--- src/rtl/spi_slave_pkg.sv ---
// Shared types and protocol constants for the SPI slave register-file device.
package spi_slave_pkg;

    typedef enum logic [2:0] {
        IDLE,
        CMD,
        WADDR,
        WDATA,
        RADDR,
        RDATA,
        ID,
        IGNORE
    } spi_state_t;

    localparam logic [7:0] CMD_WRITE = 8'h02;
    localparam logic [7:0] CMD_READ  = 8'h03;
    localparam logic [7:0] CMD_ID    = 8'h9F;
    localparam logic [7:0] ID_BYTE   = 8'hA5;

endpackage

--- src/rtl/spi_in_sync.sv ---
// Multi-stage synchronizer for one asynchronous pin, with rise/fall detection
// taken between the last synchronized stage and one extra delay flop.
module spi_in_sync
    import spi_slave_pkg::*;
#(
    parameter int   SYNC_STAGES = 2,
    parameter logic RST_VAL     = 1'b0
) (
    input  logic clock,
    input  logic reset,
    input  logic pin,
    output logic level,
    output logic rise,
    output logic fall
);

    logic [SYNC_STAGES-1:0] sr;
    logic                   dly;

    always_ff @(posedge clock or negedge reset) begin
        if (!reset) begin
            sr  <= {SYNC_STAGES{RST_VAL}};
            dly <= RST_VAL;
        end else begin
            sr[0] <= pin;
            for (int i = 1; i < SYNC_STAGES; i++) sr[i] <= sr[i-1];
            dly <= sr[SYNC_STAGES-1];
        end
    end

    assign level = sr[SYNC_STAGES-1];
    assign rise  = level & ~dly;
    assign fall  = ~level & dly;

endmodule

--- src/rtl/spi_slave_mem.sv ---
// SPI mode-0 slave exposing a small byte-addressable memory through a
// write / read / ID command protocol, oversampled in the system clock domain.
module spi_slave_mem
    import spi_slave_pkg::*;
#(
    parameter int MEM_DEPTH   = 16,
    parameter int SYNC_STAGES = 2
) (
    input  logic       clock,
    input  logic       reset,
    input  logic       cs_n,
    input  logic       sclk,
    input  logic       mosi,
    output logic       miso,
    output logic       miso_oe,
    output logic       wr_strobe,
    output logic [7:0] wr_addr,
    output logic [7:0] wr_data,
    output logic       busy
);

    localparam int AW = (MEM_DEPTH > 1) ? $clog2(MEM_DEPTH) : 1;

    spi_state_t    state_q, state_d;
    logic [2:0]    bit_cnt;
    logic [7:0]    rx;
    logic [7:0]    tx;
    logic [AW-1:0] addr;
    logic          miso_bit;
    logic [7:0]    mem [MEM_DEPTH];

    logic cs_q, cs_rise, cs_fall;
    logic sclk_q, sclk_rise, sclk_fall;
    logic mosi_q, mosi_rise, mosi_fall;
    logic sync_unused;

    logic          byte_done;
    logic          shifting;
    logic [7:0]    rx_next;
    logic [AW-1:0] raddr;
    logic [AW-1:0] addr_inc;

    // cs_n idles high, so its synchronizer resets to 1 to avoid a false fall.
    spi_in_sync #(.SYNC_STAGES(SYNC_STAGES), .RST_VAL(1'b1)) u_cs_sync (
        .clock (clock),
        .reset (reset),
        .pin   (cs_n),
        .level (cs_q),
        .rise  (cs_rise),
        .fall  (cs_fall)
    );

    spi_in_sync #(.SYNC_STAGES(SYNC_STAGES), .RST_VAL(1'b0)) u_sclk_sync (
        .clock (clock),
        .reset (reset),
        .pin   (sclk),
        .level (sclk_q),
        .rise  (sclk_rise),
        .fall  (sclk_fall)
    );

    spi_in_sync #(.SYNC_STAGES(SYNC_STAGES), .RST_VAL(1'b0)) u_mosi_sync (
        .clock (clock),
        .reset (reset),
        .pin   (mosi),
        .level (mosi_q),
        .rise  (mosi_rise),
        .fall  (mosi_fall)
    );

    assign sync_unused = ^{sclk_q, mosi_rise, mosi_fall};

    // Gating on state rather than cs_q keeps a byte that completes on the
    // same cycle as the cs_n rise, so a final WDATA byte still commits.
    assign byte_done = sclk_rise && (state_q != IDLE) && (bit_cnt == 3'd7);
    assign shifting  = (state_q == RDATA) || (state_q == ID);
    assign rx_next   = {rx[6:0], mosi_q};
    assign raddr     = rx_next[AW-1:0];
    assign addr_inc  = addr + AW'(1);

    always_ff @(posedge clock or negedge reset) begin
        if (!reset) state_q <= IDLE;
        else        state_q <= state_d;
    end

    always_comb begin
        state_d = state_q;
        if (cs_rise) begin
            state_d = IDLE;
        end else begin
            case (state_q)
                IDLE:  if (cs_fall) state_d = CMD;
                CMD: begin
                    if (byte_done) begin
                        case (rx_next)
                            CMD_WRITE: state_d = WADDR;
                            CMD_READ:  state_d = RADDR;
                            CMD_ID:    state_d = ID;
                            default:   state_d = IGNORE;
                        endcase
                    end
                end
                WADDR: if (byte_done) state_d = WDATA;
                RADDR: if (byte_done) state_d = RDATA;
                default: state_d = state_q;
            endcase
        end
    end

    always_ff @(posedge clock or negedge reset) begin
        if (!reset) begin
            bit_cnt   <= '0;
            rx        <= '0;
            tx        <= '0;
            addr      <= '0;
            miso_bit  <= 1'b0;
            wr_strobe <= 1'b0;
            wr_addr   <= '0;
            wr_data   <= '0;
        end else begin
            wr_strobe <= 1'b0;

            if (sclk_rise && state_q != IDLE) begin
                rx      <= rx_next;
                bit_cnt <= bit_cnt + 3'd1;
            end

            if (byte_done) begin
                case (state_q)
                    CMD:   if (rx_next == CMD_ID) tx <= ID_BYTE;
                    WADDR: addr <= raddr;
                    WDATA: begin
                        wr_strobe <= 1'b1;
                        wr_addr   <= 8'(addr);
                        wr_data   <= rx_next;
                        addr      <= addr_inc;
                    end
                    RADDR: begin
                        addr <= raddr;
                        tx   <= mem[raddr];
                    end
                    RDATA: begin
                        addr <= addr_inc;
                        tx   <= mem[addr_inc];
                    end
                    // The single ID byte is done; shift zeros until deselect.
                    ID:    tx <= '0;
                    default: ;
                endcase
            end

            if (shifting && sclk_fall) begin
                miso_bit <= tx[7];
                tx       <= {tx[6:0], 1'b0};
            end else if (!shifting) begin
                miso_bit <= 1'b0;
            end

            // A deselect drops any partial byte and silences miso.
            if (cs_rise || cs_fall) bit_cnt <= '0;
            if (cs_rise) miso_bit <= 1'b0;
        end
    end

    always_ff @(posedge clock or negedge reset) begin
        if (!reset) begin
            for (int i = 0; i < MEM_DEPTH; i++) mem[i] <= '0;
        end else if (byte_done && state_q == WDATA) begin
            mem[addr] <= rx_next;
        end
    end

    assign miso    = miso_bit;
    assign miso_oe = ~cs_q;
    assign busy    = (state_q != IDLE);

endmodule

--- config.mk ---
export PLATFORM = sky130hd
export DESIGN_NAME = spi_slave_mem
export DESIGN_NICKNAME = d
export VERILOG_FILES = /design/src/rtl/spi_slave_pkg.sv /design/src/rtl/spi_in_sync.sv /design/src/rtl/spi_slave_mem.sv
export SDC_FILE = /design/constraint.sdc
export NUM_CORES = 1
export LEC_CHECK = 0
export CORE_MARGIN = 3
export CORE_UTILIZATION = 48
export DETAILED_ROUTE_END_ITERATION = 16
export GPL_ROUTABILITY_DRIVEN = 0
export PLACE_DENSITY = 0.64
export RECOVER_POWER = 50
export SYNTH_ARGS = -nofsm -noshare
export SYNTH_HDL_FRONTEND = slang
export SYNTH_HIERARCHICAL = 1
export SYNTH_SLANG_ARGS = --single-unit
--- constraint.sdc ---
create_clock -name clock -period 2.5 [get_ports clock]
set_input_delay 0.375 -clock clock [delete_from_list [all_inputs] [get_ports clock]]
set_output_delay 0.375 -clock clock [all_outputs]
set_load 0.005 [all_outputs]
==> run metrics, run 1 <==
status=finished, final reports clean; DR WL/cell=about 24 um; I/O pin count=25; Global Route Usage Sum=between 20% and 30%; number of clock buffers inserted by TritonCTS=17; Initial DRC Count=~360; post-layout min period=2.40 ns; TritonCTS clock tree=yes; CP Capture Type=flop; routed vias=approximately 6000; Slew HR=a little under a third; layout cell share with drive strength beyond 1=between 30% and 40%; Area Overhead vs Synth=13.9%; footprint of the multi-input gates=0.00472 mm^2; clock tree buffer depth=2; Final Hold Vio Count=0; largest net degree at the start of global routing=60; period utilization=95.8%; max cap viols=0; initial core utilization=between 40 and 50%; Hold Path Stages=0; hpwl dp=~17000 um; dpl cells=962; total gr overflow=0; startpoint type of the worst setup path=flop; CTS H-tree depth=4; Worst Hold Launch=u_mosi_sync/sr[0]; Buffers on Ports=20; initial antenna violation count=0; Reg-to-Reg Start=addr[0]; Power Dens Cells=~720 mW/mm^2; Row Count=50; synthesized instance count=691; Max Fclk=0.417 GHz; register area=0.00439 mm^2; Die Y=146 um; Fill cells=approximately 1600; clock sinks=about 180; Pre-antenna DRT Iters=5; synthesized area=between 0.009 and 0.01 mm^2; post-route ant nets=0; first-pass GRT wire length=38400 um; Synth Area per Inst=about 14 um^2; CP Max Fanout=33; worst-case register-to-register setup slack=~0.10 ns; Peak VDD IR=a little under 500 uV; worst hold margin=between 0.3 and 0.4 ns; CTS root buf=clkbuf_16; clk_lat worst skew=~0.43 ns; skew final=0.00834 ns; Worst-path clk slew=0.07 ns; Die Width=between 100 and 150 um; Lkg Pwr=approximately 5 nW; measured slew at the worst slew-check pin=1.02 ns; Ys Warns=6; Critical Path AT=2.69 ns; Avg Vias per Cell=approximately 6.2; worst min path class=reg -> reg; drt drc=0; Slew Limit Fails=0; total die area=between 0.02 and 0.025 mm^2; WHS Endpoint=u_mosi_sync/sr[1]; Routed WL=around 24000 um; final cell count without fillers=about 1000; Core Area=about 0.019 mm^2; ant diodes=0; Fin Setup TNS=0 ns; Crit Path Class=reg -> reg; Worst Reg-to-Reg Cells=8; Req. time, crit path=roughly 2.8 ns; vias in the first global route=approximately 6400; Final Setup Violations=0; RSZ-0062 raised after global routing=false; Critical R2R Capture=tx[5]; nets@finish=around 730
[metrics by stage]
step	area, um^2	setup slack [ns]	power [mW]	util (%)
final	10700	0.104	7.69	56.4
after global routing	10700	0.0174	8.03	56.4
after CTS	10800	0.0303	7.71	56.6
after detailed placement	10100	0.0408	4.93	53.3
after global placement	10100	0.0706	4.87	53.3
after floorplan	9440	0.0474	4.20	-
[worst max-delay path by stage]
stage	slack, ns	endpoint	startpoint	cells past startpoint
global route	0.02	tx[5]	addr[0]	8
floorplan	0.05	tx[2]	addr[0]	10
global placement	0.07	tx[1]	rx[2]	6
CTS	0.03	tx[1]	rx[2]	6
finish	0.10	tx[5]	addr[0]	8
detailed placement	0.04	tx[1]	rx[2]	6
[worst max-delay path, stage by stage, from the launching register on]
cell and delay, ns:
dfrtp_2 0.41, inv_1 0.07, ha_1 0.32, buf_12 0.25, mux4_2 0.36, mux2i_1 0.23, nor3_1 0.08, nor4_1 0.42
nor3_1 0.11
[metal layers]
layer,up-vias,share of wire (%),wire [um],GRT usage [%]
met5,-,0,0,0
met4,0,1.5,352,5.79
met3,25,5.4,1300,5.77
met2,173,48,11500,36.8
met1,3240,45,11000,32.9
li1,2692,-,-,-
[registers in the layout (all words and copies together) (netlist names)]
register and count:
mem 128, tx 8, wr_data 8, rx 7, addr 4, wr_addr 4, bit_cnt 3, state_q 3
u_cs_sync/sr 2, u_mosi_sync/sr 2, u_sclk_sync/sr 2, miso 1, u_cs_sync/dly 1, u_sclk_sync/dly 1, wr_strobe 1
[what timing repair did]
action,4_1_cts,5_1_grt
gates resized for setup,0,2
hold buffers,1,0
buffers inserted,0,0
endpoints found under the hold margin,35,0
setup endpoints to repair,0,3
[layout make-up]
| type | count | area share [%] |
|---|---|---|
| Clock inverter | 14 | 1.67 |
| Sequential cell | 175 | 40.9 |
| Clock buffer | 18 | 4.00 |
| Tap cell | 260 | 3.03 |
| Timing Repair Buffer | 68 | 6.23 |
| Inverter | 5 | 0.175 |
| Multi-Input combinational cell | 455 | 44.0 |
[placed cells by master (no fill, tap or decap), types with 3 or more instances in the layout]
cell	instances
inv_1	5
mux4_2	21
nand3_2	4
nand4_2	4
conb_1	4
and2_1	3
nor2b_1	12
a221oi_1	5
o31ai_1	9
o32ai_1	3
ha_1	6
dfrtp_2	3
mux4_1	22
mux2_2	152
clkbuf_16	17
buf_12	9
nand2_1	29
dlygate4sd3_1	4
xor2_1	4
nor2_1	19
clkdlybuf4s50_1	16
a21oi_1	10
and3_1	5
inv_6	5
clkinv_2	3
nand3_1	13
o21ai_0	3
buf_4	35
nor3_1	13
a22oi_1	6
nor4_1	5
mux2i_1	63
dfrtp_1	168
a221o_1	4
nand4_1	3
bufinv_16	3
[power by group]
group	total (mW)	internal (mW)	switching (mW)	leakage, nW
Clock	2.80	1.60	1.20	0.300
Sequential	3.20	2.97	0.231	2.39
Combinational	1.69	0.627	1.06	2.37
Total	7.69	5.20	2.49	5.06
(Power assumes the default switching activity.)
==> inputs of run 2 (changes only) <==
- SKIP_LAST_GASP: default -> 1
==> results of run 2 <==
Same layout as run 1: the final DEF is identical, and so are final timing and power.
==> inputs of run 3 (changes only) <==
- CORE_MARGIN: 3 -> 2
==> run metrics, run 3 (same netlist as run 1, synthesis figures left out) <==
status=finished, final reports clean (unchanged); Core Area=0.0193 mm^2 (was 0.0190 mm^2); period utilization=93.1% (was 95.8%); measured slew at the worst slew-check pin=1.03 ns (was 1.02 ns); fin area=0.0108 mm^2 (was 0.0107 mm^2); routed vias=6126 (was 6130); Final Hold Vio Count=0 (unchanged); register area=0.00439 mm^2 (about the same); Buffers on Ports=20 (unchanged); CTS root buf=clkbuf_16 (unchanged); Req. time, crit path=2.81 ns (was 2.80 ns); RSZ-0062 raised after global routing=false (unchanged); CP Max Fanout=33 (unchanged); most frequent cells in the layout=dfrtp_1, mux2_2, mux2i_1 (unchanged); I/O pin count=25 (unchanged); Peak VDD IR=465 uV (was 492 uV); layout cell share with drive strength beyond 1=37.8% (was 37.4%); post-layout min period=2.33 ns (was 2.40 ns); DR WL/cell=24.0 um (was 24.3 um); Pre-antenna DRT Iters=5 (unchanged); Area Overhead vs Synth=14.3% (was 13.9%); Worst-path clk slew=0.07 ns (about the same); TritonCTS clock tree=yes (unchanged); number of clock buffers inserted by TritonCTS=17 (unchanged); Avg Vias per Cell=6.12 (was 6.16); Final Setup Violations=0 (unchanged); Final WS setup=0.173 ns (was 0.104 ns); Row Count=51 (was 50); first-pass GRT wire length=37500 um (was 38400 um); worst min path class=reg -> reg (unchanged); Place WS=0.0983 ns (was 0.0408 ns); most common cell after layout, fill and taps aside=dfrtp_1 (unchanged); hpwl dp=16100 um (was 16500 um); CTS H-tree depth=4 (unchanged); initial antenna violation count=0 (unchanged); clock tree buffer depth=2 (unchanged); post-route ant nets=0 (unchanged); max reg flops=128 (unchanged); Crit Path Class=reg -> reg (unchanged); CP Capture Type=flop (unchanged); total gr overflow=0 (unchanged); Routed WL=24000 um (was 24200 um); Slew HR=31.1% (was 31.9%); Fill cells=1586 (was 1571); Slew Limit Fails=0 (unchanged); Critical Path AT=2.63 ns (was 2.69 ns); startpoint type of the worst setup path=flop (unchanged); clk_lat worst skew=0.43 ns (about the same); biggest regs=mem (128), tx (8), wr_data (8) (unchanged); initial core utilization=48.7% (was 49.5%); vias in the first global route=6373 (was 6367); Lkg Pwr=5.07 nW (was 5.06 nW); Power Dens Cells=713 mW/mm^2 (was 717 mW/mm^2); ant diodes=0 (unchanged); Die Width=144 um (was 146 um); Fin Setup TNS=0 ns (unchanged); footprint of the multi-input gates=0.00474 mm^2 (was 0.00472 mm^2); Die Y=144 um (was 146 um); placed cell area=0.0101 mm^2 (about the same); clock sinks=175 (unchanged); nets@finish=734 (was 733); Initial DRC Count=502 (was 361); skew final=0.00910 ns (was 0.00834 ns); Max Fclk=0.430 GHz (was 0.417 GHz); largest net degree at the start of global routing=67 (was 60); drt drc=0 (unchanged); Biggest register=mem (unchanged); Util after Layout=55.7% (was 56.4%); max cap viols=0 (unchanged); total die area=0.0208 mm^2 (was 0.0213 mm^2); Global Route Usage Sum=24.7% (was 23.3%)
run 3: what timing repair did:
| action | CTS | global route |
|---|---|---|
| hold endpoints to repair | 59 | 0 |
| gates resized for setup | 0 | 4 |
| hold buffers | 1 | 0 |
| endpoints found under the setup margin | 0 | 4 |
| setup buffers | 0 | 0 |
run 3: worst max-delay path: stages (launching register included):
cell and delay [ns]:
dfrtp_1 0.43, inv_1 0.09, ha_1 0.32, buf_12 0.24, mux4_1 0.32, mux2_2 0.29
a2111oi_2 0.38, nor3_1 0.11
run 3: stage by stage:
step	hold WS (ns)	total power, mW	cells
final	0.355	7.68	1001
after global routing	0.372	8.00	1001
after CTS	0.346	7.71	1001
after detailed placement	0.338	4.90	968
after global placement	0.336	4.85	968
after floorplan	0.0794	4.20	694
run 3: final cells by class:
class	instances	area share, %
clock buffer	17	3.95
clock inverter	15	1.84
inverter	5	0.174
multi-input combinational	455	44.0
sequential	175	40.8
tap	265	3.08
timing repair buffer	69	6.16
run 3: worst paths after layout:
kind / cells past startpoint / slack (ns) / end / startpoint
setup / recovery: 7 / 0.17 / tx[2] / addr[1]
hold / removal: 0 / 0.35 / u_mosi_sync/sr[1] / u_mosi_sync/sr[0]
setup reg to reg: 7 / 0.17 / tx[2] / addr[1]
hold reg to reg: 0 / 0.35 / u_mosi_sync/sr[1] / u_mosi_sync/sr[0]
max in group asynchronous: 3 / 0.55 / mem[39] / reset
min in group asynchronous: 2 / 0.51 / u_sclk_sync/dly / reset
run 3: layer usage:
metal  part of all wire (%)  vias up  wire length [um]  GRT usage [%]
met2                     48      174             11500           39.6
met3                    5.1       42              1230           5.43
met1                     44     3211             10600           33.3
li1                       -     2699                 -              -
met4                    2.9        0               703           8.98
met5                      0        -                 0              0
run 3: report_power, final:
group / switching [mW] / internal [mW]
registers: 0.199 / 2.97
logic: 1.07 / 0.630
clock network: 1.20 / 1.61
total: 2.47 / 5.21
